$ cat config.mk
export PLATFORM = sky130hd
export DESIGN_NAME = lfsr_frame_ctrl
export DESIGN_NICKNAME = d
export VERILOG_FILES = /design/src/rtl/lfsr_frame_ctrl.sv
export SDC_FILE = /design/constraint.sdc
export NUM_CORES = 1
export LEC_CHECK = 0
export CAP_MARGIN = 20
export CORE_MARGIN = 8
export CORE_UTILIZATION = 47
export CTS_CLUSTER_DIAMETER = 40
export DETAILED_ROUTE_END_ITERATION = 8
export HOLD_SLACK_MARGIN = 0.06
export PLACE_DENSITY = 0.8
export SETUP_SLACK_MARGIN = 0.5
export SLEW_MARGIN = 20
export SYNTH_ARGS = -nofsm -noshare
export SYNTH_HDL_FRONTEND = slang
export SYNTH_SLANG_ARGS = --single-unit
$ cat constraint.sdc
create_clock -name clk -period 2.52 [get_ports clk]
set_input_delay 0.504 -clock clk [delete_from_list [all_inputs] [get_ports clk]]
set_output_delay 0.504 -clock clk [all_outputs]
set_load 0.05 [all_outputs]
$ cat src/rtl/lfsr_frame_ctrl.sv
// Sequencer for the 32-bit LFSR pattern generator: seeds the LFSR, captures one word per frame and
// streams it as eight tagged bytes over a valid/ready link. Optional macro: LFSR_ZERO_GUARD_EN.
module lfsr_frame_ctrl #(
  parameter int          CNT_W        = 16,
  parameter logic [31:0] SEED_DEFAULT = 32'h1
) (
  input  logic             clk,
  input  logic             clr_n,
  input  logic             start,
  input  logic [CNT_W-1:0] num_words,
  input  logic             abort,
  input  logic             seed_load,
  input  logic [31:0]      seed,
  output logic             lfsr_load,
  output logic [31:0]      lfsr_seed,
  output logic             lfsr_step,
  input  logic [31:0]      lfsr_q,
  output logic [7:0]       tx_data,
  output logic             tx_valid,
  input  logic             tx_ready,
  output logic             busy,
  output logic             done,
  output logic [CNT_W-1:0] words_sent
);

`ifdef LFSR_ZERO_GUARD_EN
  localparam bit ZERO_GUARD = 1'b1;
`else
  localparam bit ZERO_GUARD = 1'b0;
`endif

  localparam logic [CNT_W-1:0] ONE = CNT_W'(1);

  typedef enum logic [2:0] {INIT, IDLE, LOAD, CAPT, SEND, DONE} state_t;

  state_t           state;
  logic [CNT_W-1:0] n_r;
  logic             start_pend;
  logic [2:0]       idx;
  logic [31:0]      frame;
  logic [31:0]      q_next;
  logic             cap_zero;
  logic [31:0]      capt_q;
  logic [CNT_W-1:0] ws_inc;

  function automatic logic [31:0] seed_fix(input logic [31:0] s);
    return (ZERO_GUARD && (s == 32'h0)) ? 32'h1 : s;
  endfunction

  function automatic logic [7:0] frame_byte(input logic [31:0] q, input logic [2:0] k);
    case (k)
      3'd7:    return 8'b111_00000;
      3'd6:    return {3'b110, q[31:29], 2'b00};
      3'd5:    return {3'b101, q[28:24]};
      3'd4:    return {3'b100, q[23:19]};
      3'd3:    return {3'b011, q[18:14]};
      3'd2:    return {3'b010, q[13:9]};
      3'd1:    return {3'b001, q[8:4]};
      default: return {3'b000, q[3:0], 1'b1};
    endcase
  endfunction

  // Value the LFSR will hold during the upcoming CAPT cycle; a pending load lands on this edge.
  assign q_next   = lfsr_load ? lfsr_seed : lfsr_q;
  assign cap_zero = ZERO_GUARD && (q_next == 32'h0);
  assign capt_q   = (ZERO_GUARD && (lfsr_q == 32'h0)) ? 32'h1 : lfsr_q;
  assign ws_inc   = words_sent + ONE;

  always_ff @(posedge clk) begin
    if (state == CAPT) frame <= capt_q;
  end

  always_ff @(posedge clk) begin
    if (!clr_n) begin
      state      <= INIT;
      lfsr_load  <= 1'b0;
      lfsr_seed  <= SEED_DEFAULT;
      lfsr_step  <= 1'b0;
      tx_data    <= 8'h00;
      tx_valid   <= 1'b0;
      busy       <= 1'b0;
      done       <= 1'b0;
      words_sent <= '0;
      n_r        <= '0;
      start_pend <= 1'b0;
      idx        <= 3'd0;
    end else begin
      lfsr_load <= 1'b0;
      lfsr_step <= 1'b0;
      done      <= 1'b0;
      case (state)
        INIT: begin
          lfsr_load <= 1'b1;
          lfsr_seed <= SEED_DEFAULT;
          state     <= IDLE;
        end
        IDLE: begin
          if (start) begin
            n_r        <= num_words;
            words_sent <= '0;
          end
          if (seed_load) begin
            state      <= LOAD;
            busy       <= 1'b1;
            lfsr_load  <= 1'b1;
            lfsr_seed  <= seed_fix(seed);
            start_pend <= start;
          end else if (start) begin
            busy <= 1'b1;
            if (num_words == '0) begin
              state <= DONE;
            end else begin
              state     <= CAPT;
              lfsr_step <= !cap_zero;
              lfsr_load <= cap_zero;
              if (cap_zero) lfsr_seed <= 32'h1;
            end
          end
        end
        LOAD: begin
          start_pend <= 1'b0;
          if (!start_pend) begin
            state <= IDLE;
            busy  <= 1'b0;
          end else if (n_r == '0) begin
            state <= DONE;
          end else begin
            state     <= CAPT;
            lfsr_step <= !cap_zero;
            lfsr_load <= cap_zero;
            if (cap_zero) lfsr_seed <= 32'h1;
          end
        end
        CAPT: begin
          state    <= SEND;
          tx_valid <= 1'b1;
          tx_data  <= frame_byte(capt_q, 3'd7);
          idx      <= 3'd7;
        end
        SEND: begin
          // Abort is only looked at once the whole frame has gone out.
          if (tx_ready) begin
            if (idx == 3'd0) begin
              words_sent <= ws_inc;
              tx_valid   <= 1'b0;
              if ((ws_inc == n_r) || abort) begin
                state <= DONE;
              end else begin
                state     <= CAPT;
                lfsr_step <= !cap_zero;
                lfsr_load <= cap_zero;
                if (cap_zero) lfsr_seed <= 32'h1;
              end
            end else begin
              idx     <= idx - 3'd1;
              tx_data <= frame_byte(frame, idx - 3'd1);
            end
          end
        end
        DONE: begin
          done  <= 1'b1;
          busy  <= 1'b0;
          state <= IDLE;
        end
        default: state <= INIT;
      endcase
    end
  end

endmodule

==> impl_results.md <==
- Status: finished, final reports clean
- CTS Buf Count: 17
- Final Net Count: approximately 760
- CP arrival: 2.55 ns
- RSZ-0062 raised after global routing: true
- Reg2Reg Depth: 6
- Tcrit/Tclk final: 0.8328
- Core Util, Final: 0.7245
- Critical path class: reg2reg
- Number of hold violations in the final report: 0
- Row count: 37
- Top cells by instance count after synthesis: dfxtp_1, nand2_1, a21oi_1
- Int Power: 3.723 mW
- Cells after synthesis: a little over 500
- CTS H-tree lvls: 4
- Number of flops mapped to enable cells by yosys: 32
- Synthesized area per cell: 9.810 sq um
- Clock Skews: 0.007679 ns
- Combinational power share: 0.129
- Vias in the first global route: 4874
- Post-synth design cell area: 0.004984 sq mm
- Yosys top cell area share: 0.3294
- Most common cell in the netlist: dfxtp_1
- Lkg Pwr: 3.066 nW
- First-pass GRT wire length: 24490 microns
- DP Wirelength: about 11000 microns
- Remaining antenna violation count: 0
- Critical path peak fanout: 7
- Cts hold-fix bufs: 0
- Peak VDD IR: 0.5440 mV
- Register clock-pin slew on the reported worst setup and hold paths: 0.06 ns
- Core Region: 0.01032 sq mm
- Leading area contributor after synthesis: dfxtp_1
- Initial core utilization: 0.4827
- Die Wd: 119.0 microns
- Max-slew violations: 0
- Num ports: roughly 150
- Tightest Pin Transition: 0.6987 ns
- Clk pwr share: 0.478
- DP Area: ~0.0066 sq mm
- Starting DRC count in detailed routing: 424
- CP Launch Type: register
- Worst hold path class: reg2reg
- Worst-Skew Late Latency: slightly above 0.5 ns
- Clock sinks: 114
- Buffers on Ports: 146
- FFs w/ async S/R, synth: 0
- Sw frac: 0.2649
- Final setup viols: 0
- Critical Path End Type: register
- Root Buffer: clkbuf_8
- Drt pass-1 iters: 6
- Pwr Density: around 680 mW/mm^2
- Synthesized Nets: 600
- F_max: roughly 0.48 GHz
- Initial antenna violation count: 0
- Worst EP required: 2.97 ns
- # diodes: 0
- Slew HR: 0.5331
- Most used DFF post-synth: dfxtp_1
- Die ar.: 0.01415 sq mm
- DRC: 0
- Worst hold slack: 0.4710 ns
- Share of cells above drive strength 1: 0.1708
- Sequential share of power: 0.394
- Total track usage: 0.2125
- Register bit total from synthesis: about 110
- TritonCTS clock tree: yes
- Die Span Y: about 120 microns
- Via count: 4770
- Period minus WS final: 2.099 ns
- Largest net degree at the start of global routing: 41
- Seq/Total Area, Yosys: 0.5222
- Netlist cell types: 58
- Switch Pwr: approximately 1.3 mW
- Routed length per instance: 18.95 microns
- Yosys Warn Count: 0
- Synth-to-Final Area Change: 50.09%
- Design Power: slightly above 5 mW
- Maximum buffer depth of the clock tree: 2
- Top cells by area, synth: dfxtp_1, edfxtp_1, a22o_1, a21oi_1, nand2_1
- Hold path cells: 1
- Max-cap violations: 0
- Global placement routability congestion: 0.9095
- Finished layout cell area: 0.007480 sq mm
- Total Wirelength: around 16000 microns
- Gr ovfl total: 0
- Drt via density: 5.810
power groups by stage:
stage	Combinational [mW]	Sequential [mW]	Clock (mW)
finish	0.652	1.99	2.42
global route	0.693	2.00	2.55
CTS	0.632	1.99	2.44
detailed placement	0.635	2.03	0
global placement	0.621	2.03	0
floorplan	0.235	2.13	0
worst max-delay path, cell delays in order, from the launching register on:
cell,delay (ns)
dfxtp_4,0.40
and4_4,0.30
nand4_4,0.14
or3_4,0.42
a221oi_4,0.32
and4_4,0.29
o221a_1,0.18
cells by family (layout without fill, tap and decap cells):
family	Yosys count	count (layout)	synth area share
AOI/OAI and AO/OA	146	146	0.2039
xor gates and xnor gates	20	20	0.03515
adders and majority gates	6	6	0.01506
buffers and inverters	48	225	0.04318
DFF	114	114	0.5222
muxes	4	4	0.008536
and+or+nand+nor	170	170	0.1720
layout make-up:
class	instances	area, sq um
sequential	114	2649
fill	730	2844
multi-input combinational	346	2330
timing repair buffer	181	1674
inverter	12	45.04
tap	136	170.2
clock inverter	12	133.9
clock buffer	20	478.0
metrics by stage:
stage,setup TNS (ns),cells,worst slack [ns]
6_report,0,821,0.4214
5_1_grt,0,821,0.3645
2_1_floorplan,0,508,0.4385
3_3_place_gp,0,770,0.02065
4_1_cts,0,806,0.4161
3_5_place_dp,-1.095,770,-0.09972
placed cells by master (no fill, tap or decap), drive strengths merged, types with 3 or more instances in the layout:
cell	n
clkdlybuf4s50	85
dfxtp	82
nand2	60
dlygate4sd2	54
a21oi	48
buf	35
nor2	34
a22o	33
edfxtp	32
clkbuf	23
inv	19
o21ai	17
nor4	13
xnor2	11
nand3	10
xor2	9
nand4	9
nor2b	7
nor3	7
a221oi	6
ha	6
a22oi	5
a211oi	5
nand2b	5
and3	5
and4	4
a311oi	4
and2	4
a31oi	4
a222oi	4
clkinv	4
clkdlybuf4s15	4
nor3b	3
routing by layer:
metal,up-vias,part of all wire,global-route usage
met2,247,0.50,0.3691
met4,0,0.020,0.06877
met5,-,0,0
li1,2218,-,-
met1,2280,0.39,0.2305
met3,25,0.093,0.08833
final timing paths:
check,startpoint,endpoint,slack [ns]
max,words_sent[2],state[2],0.42
min,lfsr_seed[14],lfsr_seed[14],0.47
max reg2reg,words_sent[2],state[2],0.42
min reg2reg,lfsr_seed[14],lfsr_seed[14],0.47
state kept, by name, indices dropped and copies added (netlist names), 3 cells and up:
name	cells
state	3
frame	32
words_sent	16
lfsr_seed	32
n_r	16
idx	3
tx_data	6
what timing repair did:
action | CTS | global route
hold endpoints to repair | 0 | 0
resized for setup | 87 | 26
endpoints found under the setup margin | 89 | 30
buffers inserted | 4 | 15
pin swaps | 4 | 14
Power figures use the tool's default switching activity.
==> variant 1 (same flow settings) <==
The parameter `CNT_W` goes from 16 to 12.
--- a/src/rtl/lfsr_frame_ctrl.sv
+++ b/src/rtl/lfsr_frame_ctrl.sv
@@ -1,7 +1,7 @@
 // Sequencer for the 32-bit LFSR pattern generator: seeds the LFSR, captures one word per frame and
 // streams it as eight tagged bytes over a valid/ready link. Optional macro: LFSR_ZERO_GUARD_EN.
 module lfsr_frame_ctrl #(
-  parameter int          CNT_W        = 16,
+  parameter int          CNT_W        = 12,
   parameter logic [31:0] SEED_DEFAULT = 32'h1
 ) (
   input  logic             clk,
Ports: changed (resized num_words and words_sent); port bits go from 147 to 139. No check against the original RTL was run, so the function may have changed too.
==> variant 1 against the original RTL <==
  * Routed wire length is 18% lower
  * Cell area is 14% lower
  * Critical path depth stayed put
  * Sequential cell count is 8 lower
  * Non-clock buffer count is 23 lower
  * Fmax is 5.4% higher
  * Power is 26% lower
  * Area after synthesis is 8.4% lower
  * Worst hold slack better by 0.0030 ns
  * Largest power group is now sequential cells
  * Setup slack better by 0.11 ns
  * Die area is 7.3% lower
  * Via count is 16% lower
==> variant 1: results (changes against the original RTL) <==
.. list-table::
   :header-rows: 1

   * - Metric
     - Value
   * - Outcome
     - complete, no violations
   * - FF-to-FF path depth
     - 6 (unchanged)
   * - Clock edge transition at the registers on the reported setup and hold paths
     - 0.09 ns (+0.03 ns)
   * - Global routing met3 resource utilization
     - 0.0744 (-0.0140)
   * - Number of global-route vias before repair
     - 4012 (-18%)
   * - Gpl congestion
     - 0.812 (-11%)
   * - Setup Skew
     - 0.0127 ns (+0.00501 ns)
   * - Total track usage
     - 0.194 (-0.0184)
   * - Pin count of the biggest net entering global routing
     - 37 (-9.8%)
   * - Detailed Route Iter0 Violations
     - 207 (-51%)
   * - Post-synth top cells
     - sky130_fd_sc_hd__dfxtp_1, sky130_fd_sc_hd__nand2_1, sky130_fd_sc_hd__a21oi_1
   * - Standard cell with the maximum stage delay on the critical path
     - sky130_fd_sc_hd__a311o_1
   * - Proportion of synthesized area in mux cells
     - 0.0118 (+0.00325)
   * - Post-synthesis share of cell area spent on full adders, half adders and majority gates
     - 0.0164 (+0.00138)
   * - Drt wl/cell
     - 17.8 µm (-6.3%)
   * - Hold Path Depth
     - 2 (+1)
   * - Number of vias per cell
     - 5.57 (-4.0%)
   * - Global-route wire length before repair
     - 20.1 mm (-18%)
   * - Top post-synthesis cells by area
     - sky130_fd_sc_hd__dfxtp_1, sky130_fd_sc_hd__edfxtp_1, sky130_fd_sc_hd__a22o_1
   * - Peak per-stage delay on the critical path
     - 0.40 ns (-0.02 ns)
   * - Leakage
     - 2.58 nW (-16%)
   * - Number of input and output port buffers inserted
     - 138 (-5.5%)
   * - Worst IR Drop VDD
     - 371 µV (-32%)
   * - Worst-Skew Late Latency
     - 0.37 ns (-0.14 ns)
   * - Hpwl dp
     - 9.37 mm (-13%)
   * - R2R Setup Slk
     - 0.53 ns (+0.11 ns)
   * - Highest fanout seen on the critical path
     - 6 (-1)
   * - Xor-xnor portion of the synthesized cell area
     - 0.0280 (-0.00719)
   * - Routing usage on met2
     - 0.326 (-0.0430)
   * - Number of antenna diodes
     - 0 (unchanged)
   * - GR Layer Usage met1
     - 0.216 (-0.0144)
   * - Complex-gate fraction of the synthesized area
     - 0.211 (+0.00666)
   * - Post-Syn Nets
     - 525 (-13%)
   * - Slew at the pin with the worst max-slew slack
     - 0.546 ns (-0.153 ns)
   * - Nets@finish
     - 665 (-13%)
   * - CP Data Arrival Time
     - 2.23 ns (-0.32 ns)
## variant 1: stage by stage
| step | area [µm²] | total power [mW] | hold slack [ns] | cells | setup slack [ns] |
|---|---|---|---|---|---|
| after floorplan | 4610 | 2.32 | 0.458 | 437 | 0.501 |
| after global placement | 6160 | 2.62 | 0.454 | 693 | 0.280 |
| after detailed placement | 6160 | 2.64 | 0.464 | 693 | 0.239 |
| after CTS | 6330 | 3.75 | 0.478 | 710 | 0.501 |
| after global routing | 6420 | 3.92 | 0.497 | 715 | 0.470 |
| final | 6420 | 3.75 | 0.474 | 715 | 0.528 |
## variant 1: cell families after synthesis
logic type               after synthesis
AO/OA/AOI/OAI                        131
flip-flops                           106
XOR/XNOR                              13
multiplexers                           5
AND/OR/NAND/NOR                      138
buffers and inverters                 38
adder cells (fa/ha/maj)                6
## variant 1: layout make-up
| cell class | instances | area share |
|---|---|---|
| Clock buffer | 11 | 0.0204 |
| Clock inverter | 5 | 0.0136 |
| Inverter | 9 | 0.00584 |
| Multi-Input combinational cell | 293 | 0.317 |
| Sequential cell | 106 | 0.384 |
| Tap cell | 133 | 0.0259 |
| Timing Repair Buffer | 158 | 0.233 |
## variant 1: critical path, delay by kind of cell (launching register included)
family | cells | cell delay (ns)
fa+ha+maj | 1 | 0.19
flops | 1 | 0.38
compound gates | 3 | 0.84
simple gates | 2 | 0.46
## variant 1: report_power, final
group | leakage, nW | total [mW] | internal, mW | switching, mW
Combinational | 1.58 | 0.709 | 0.317 | 0.392
Sequential | 0.899 | 1.89 | 1.83 | 0.0580
Clock | 0.106 | 1.15 | 0.571 | 0.579
Total | 2.58 | 3.75 | 2.72 | 1.03
## variant 1: metal layers
layer  vias to the layer above  wire length, µm
met5                         -                0
met1                      1902             4980
met4                         0              172
li1                       1928                -
met3                        15             1150
met2                       141             6400
## variant 1: path summary, 6_finish.rpt
path                  endpoint          start
hold reg to reg   lfsr_seed[0]   lfsr_seed[0]
setup / recovery      state[1]  words_sent[1]
hold / removal    lfsr_seed[0]   lfsr_seed[0]
setup reg to reg      state[1]  words_sent[1]
## variant 1: repair_timing
action / in CTS / in global routing
resized for setup: 59 / 14
buffers inserted: 1 / 5
pin swaps: 1 / 2
endpoints found under the setup margin: 75 / 22
==> variant 2 (same settings) <==
Made on the original files. The 6 states of `state_t` get a Gray code encoding in 3 bits.
--- a/src/rtl/lfsr_frame_ctrl.sv
+++ b/src/rtl/lfsr_frame_ctrl.sv
@@ -31,7 +31,7 @@
 
   localparam logic [CNT_W-1:0] ONE = CNT_W'(1);
 
-  typedef enum logic [2:0] {INIT, IDLE, LOAD, CAPT, SEND, DONE} state_t;
+  typedef enum logic [2:0] {INIT = 3'b000, IDLE = 3'b001, LOAD = 3'b011, CAPT = 3'b010, SEND = 3'b110, DONE = 3'b111} state_t;
 
   state_t           state;
   logic [CNT_W-1:0] n_r;
Check against the original RTL: no difference found for any inputs over 4 cycles, from zero or initial values; so few cycles prove little.
==> variant 2 against the original RTL <==
  * Sequential cell count did not move
  * Fmax fell by 3.9%
  * Clock skew fell by 0.0026 ns
  * Setup slack got worse by 0.085 ns
  * Non-clock buffer count fell by 6
  * Cell area fell by 2.7%
  * Power rose by 8.8%
  * Sequential power rose by 6%
  * Routed wire length fell by 7.5%
  * Area after synthesis fell by 2.0%
  * Global-route usage fell by 0.90 points
==> variant 2: results (changes against the original RTL) <==
.. list-table::
   :header-rows: 1

   * - Metric
     - Value
   * - Outcome
     - complete, no violations
   * - Post-synthesis share of cell area spent on full adders, half adders and majority gates
     - 0.0154 (+0.000301)
   * - Xor-xnor portion of the synthesized cell area
     - 0.0448 (+0.00966)
   * - Drt total wl
     - 14.4 mm (-7.5%)
   * - Pre-CTS setup slack
     - 0.0477 ns (+0.147 ns)
   * - Leakage
     - 2.90 nW (-5.4%)
   * - Number of input and output port buffers inserted
     - 146 (unchanged)
   * - Launching instance or port of the critical path
     - words_sent[1]
   * - Global-route wire length before repair
     - 23.1 mm (-5.6%)
   * - Count of distinct cell types in the synthesized netlist
     - 56 (-3.4%)
   * - Switching part of the total
     - 0.274 (+0.00880)
   * - Routing usage on met2
     - 0.348 (-0.0211)
   * - Proportion of synthesized area in mux cells
     - 0.0128 (+0.00427)
   * - Routed wl met3
     - 1.29 mm (-11%)
   * - Number of vias per cell
     - 5.59 (-3.7%)
   * - Placement Cell Area
     - 6580 µm² (-0.89%)
   * - Global routing met3 resource utilization
     - 0.0945 (+0.00615)
   * - Highest fanout seen on the critical path
     - 4 (-3)
   * - Sequential-to-total area share from yosys stat
     - 0.533 (+0.0104)
   * - Fraction of layout cells with a size suffix above 1
     - 0.158 (-0.0131)
   * - Detailed-route via count
     - 4486 (-6.0%)
   * - Area grow syn2layout
     - 48.9%
   * - Hpwl dp
     - 10.1 mm (-6.5%)
   * - Timing endpoint of the critical path
     - lfsr_step
   * - Peak per-stage delay on the critical path
     - 0.46 ns (+0.04 ns)
   * - Top post-synthesis cells by area
     - sky130_fd_sc_hd__dfxtp_1, sky130_fd_sc_hd__edfxtp_1, sky130_fd_sc_hd__a22o_1
   * - Gpl congestion
     - 0.863 (-5.1%)
   * - Complex-gate fraction of the synthesized area
     - 0.199 (-0.00489)
   * - Detailed Route Iter0 Violations
     - 498 (+17%)
   * - Resize count post-CTS
     - 74 (-15%)
   * - Slew at the pin with the worst max-slew slack
     - 0.673 ns (-0.0254 ns)
   * - Wire length on met2
     - 7.28 mm (-6.8%)
   * - Nets@finish
     - 745 (-2.5%)
   * - Final critical delay including setup and external delays
     - 2.18 ns (+0.0854 ns)
   * - Post-synth top cells
     - sky130_fd_sc_hd__dfxtp_1, sky130_fd_sc_hd__nand2_1, sky130_fd_sc_hd__a21oi_1
   * - Cell count after placement
     - 760 (-1.3%)
   * - Number of instances in the synthesized netlist
     - 493 (-3.0%)
   * - Post-CTS Repair Setup Buffers
     - 6 (+2)
   * - Standard cell with the maximum stage delay on the critical path
     - sky130_fd_sc_hd__or4_4
   * - Number of global-route vias before repair
     - 4630 (-5.0%)
   * - Setup Skew
     - 0.00505 ns (-0.00263 ns)
   * - Pin count of the biggest net entering global routing
     - 44 (+7.3%)
   * - Number of fillers in the final layout
     - 765 (+4.8%)
   * - Detailed Routing Iterations Pass 1
     - 7 (+1)
   * - FF-to-FF path depth
     - 7 (+1)
   * - Worst IR Drop VDD
     - 511 µV (-6.0%)
   * - Detailed-route wire length on metal 1
     - 5.68 mm (-5.4%)
   * - Post-Syn Nets
     - 585 (-2.5%)
-- variant 2: power groups by stage --
stage | Sequential [mW] | Clock, mW | Combinational (mW)
2_1_floorplan | 2.29 | 0 | 0.434
3_3_place_gp | 2.13 | 0 | 0.974
3_5_place_dp | 2.14 | 0 | 0.991
4_1_cts | 2.10 | 2.40 | 1.01
5_1_grt | 2.12 | 2.48 | 1.10
6_report | 2.10 | 2.38 | 1.03
-- variant 2: layout make-up --
cell class / instances / share of cell area
timing repair buffer: 175 / 0.220
multi-input combinational: 338 / 0.307
inverter: 7 / 0.00430
sequential: 114 / 0.363
clock inverter: 7 / 0.00912
tap: 136 / 0.0234
clock buffer: 25 / 0.0738
-- variant 2: worst min path at each step --
stage	start	endpoint	slack, ns	cells past startpoint
2_1_floorplan	n_r[6]	n_r[6]	0.46	2
3_3_place_gp	busy	busy	0.44	2
3_5_place_dp	busy	busy	0.44	2
4_1_cts	busy	busy	0.45	2
5_1_grt	busy	busy	0.48	2
6_report	busy	busy	0.45	2
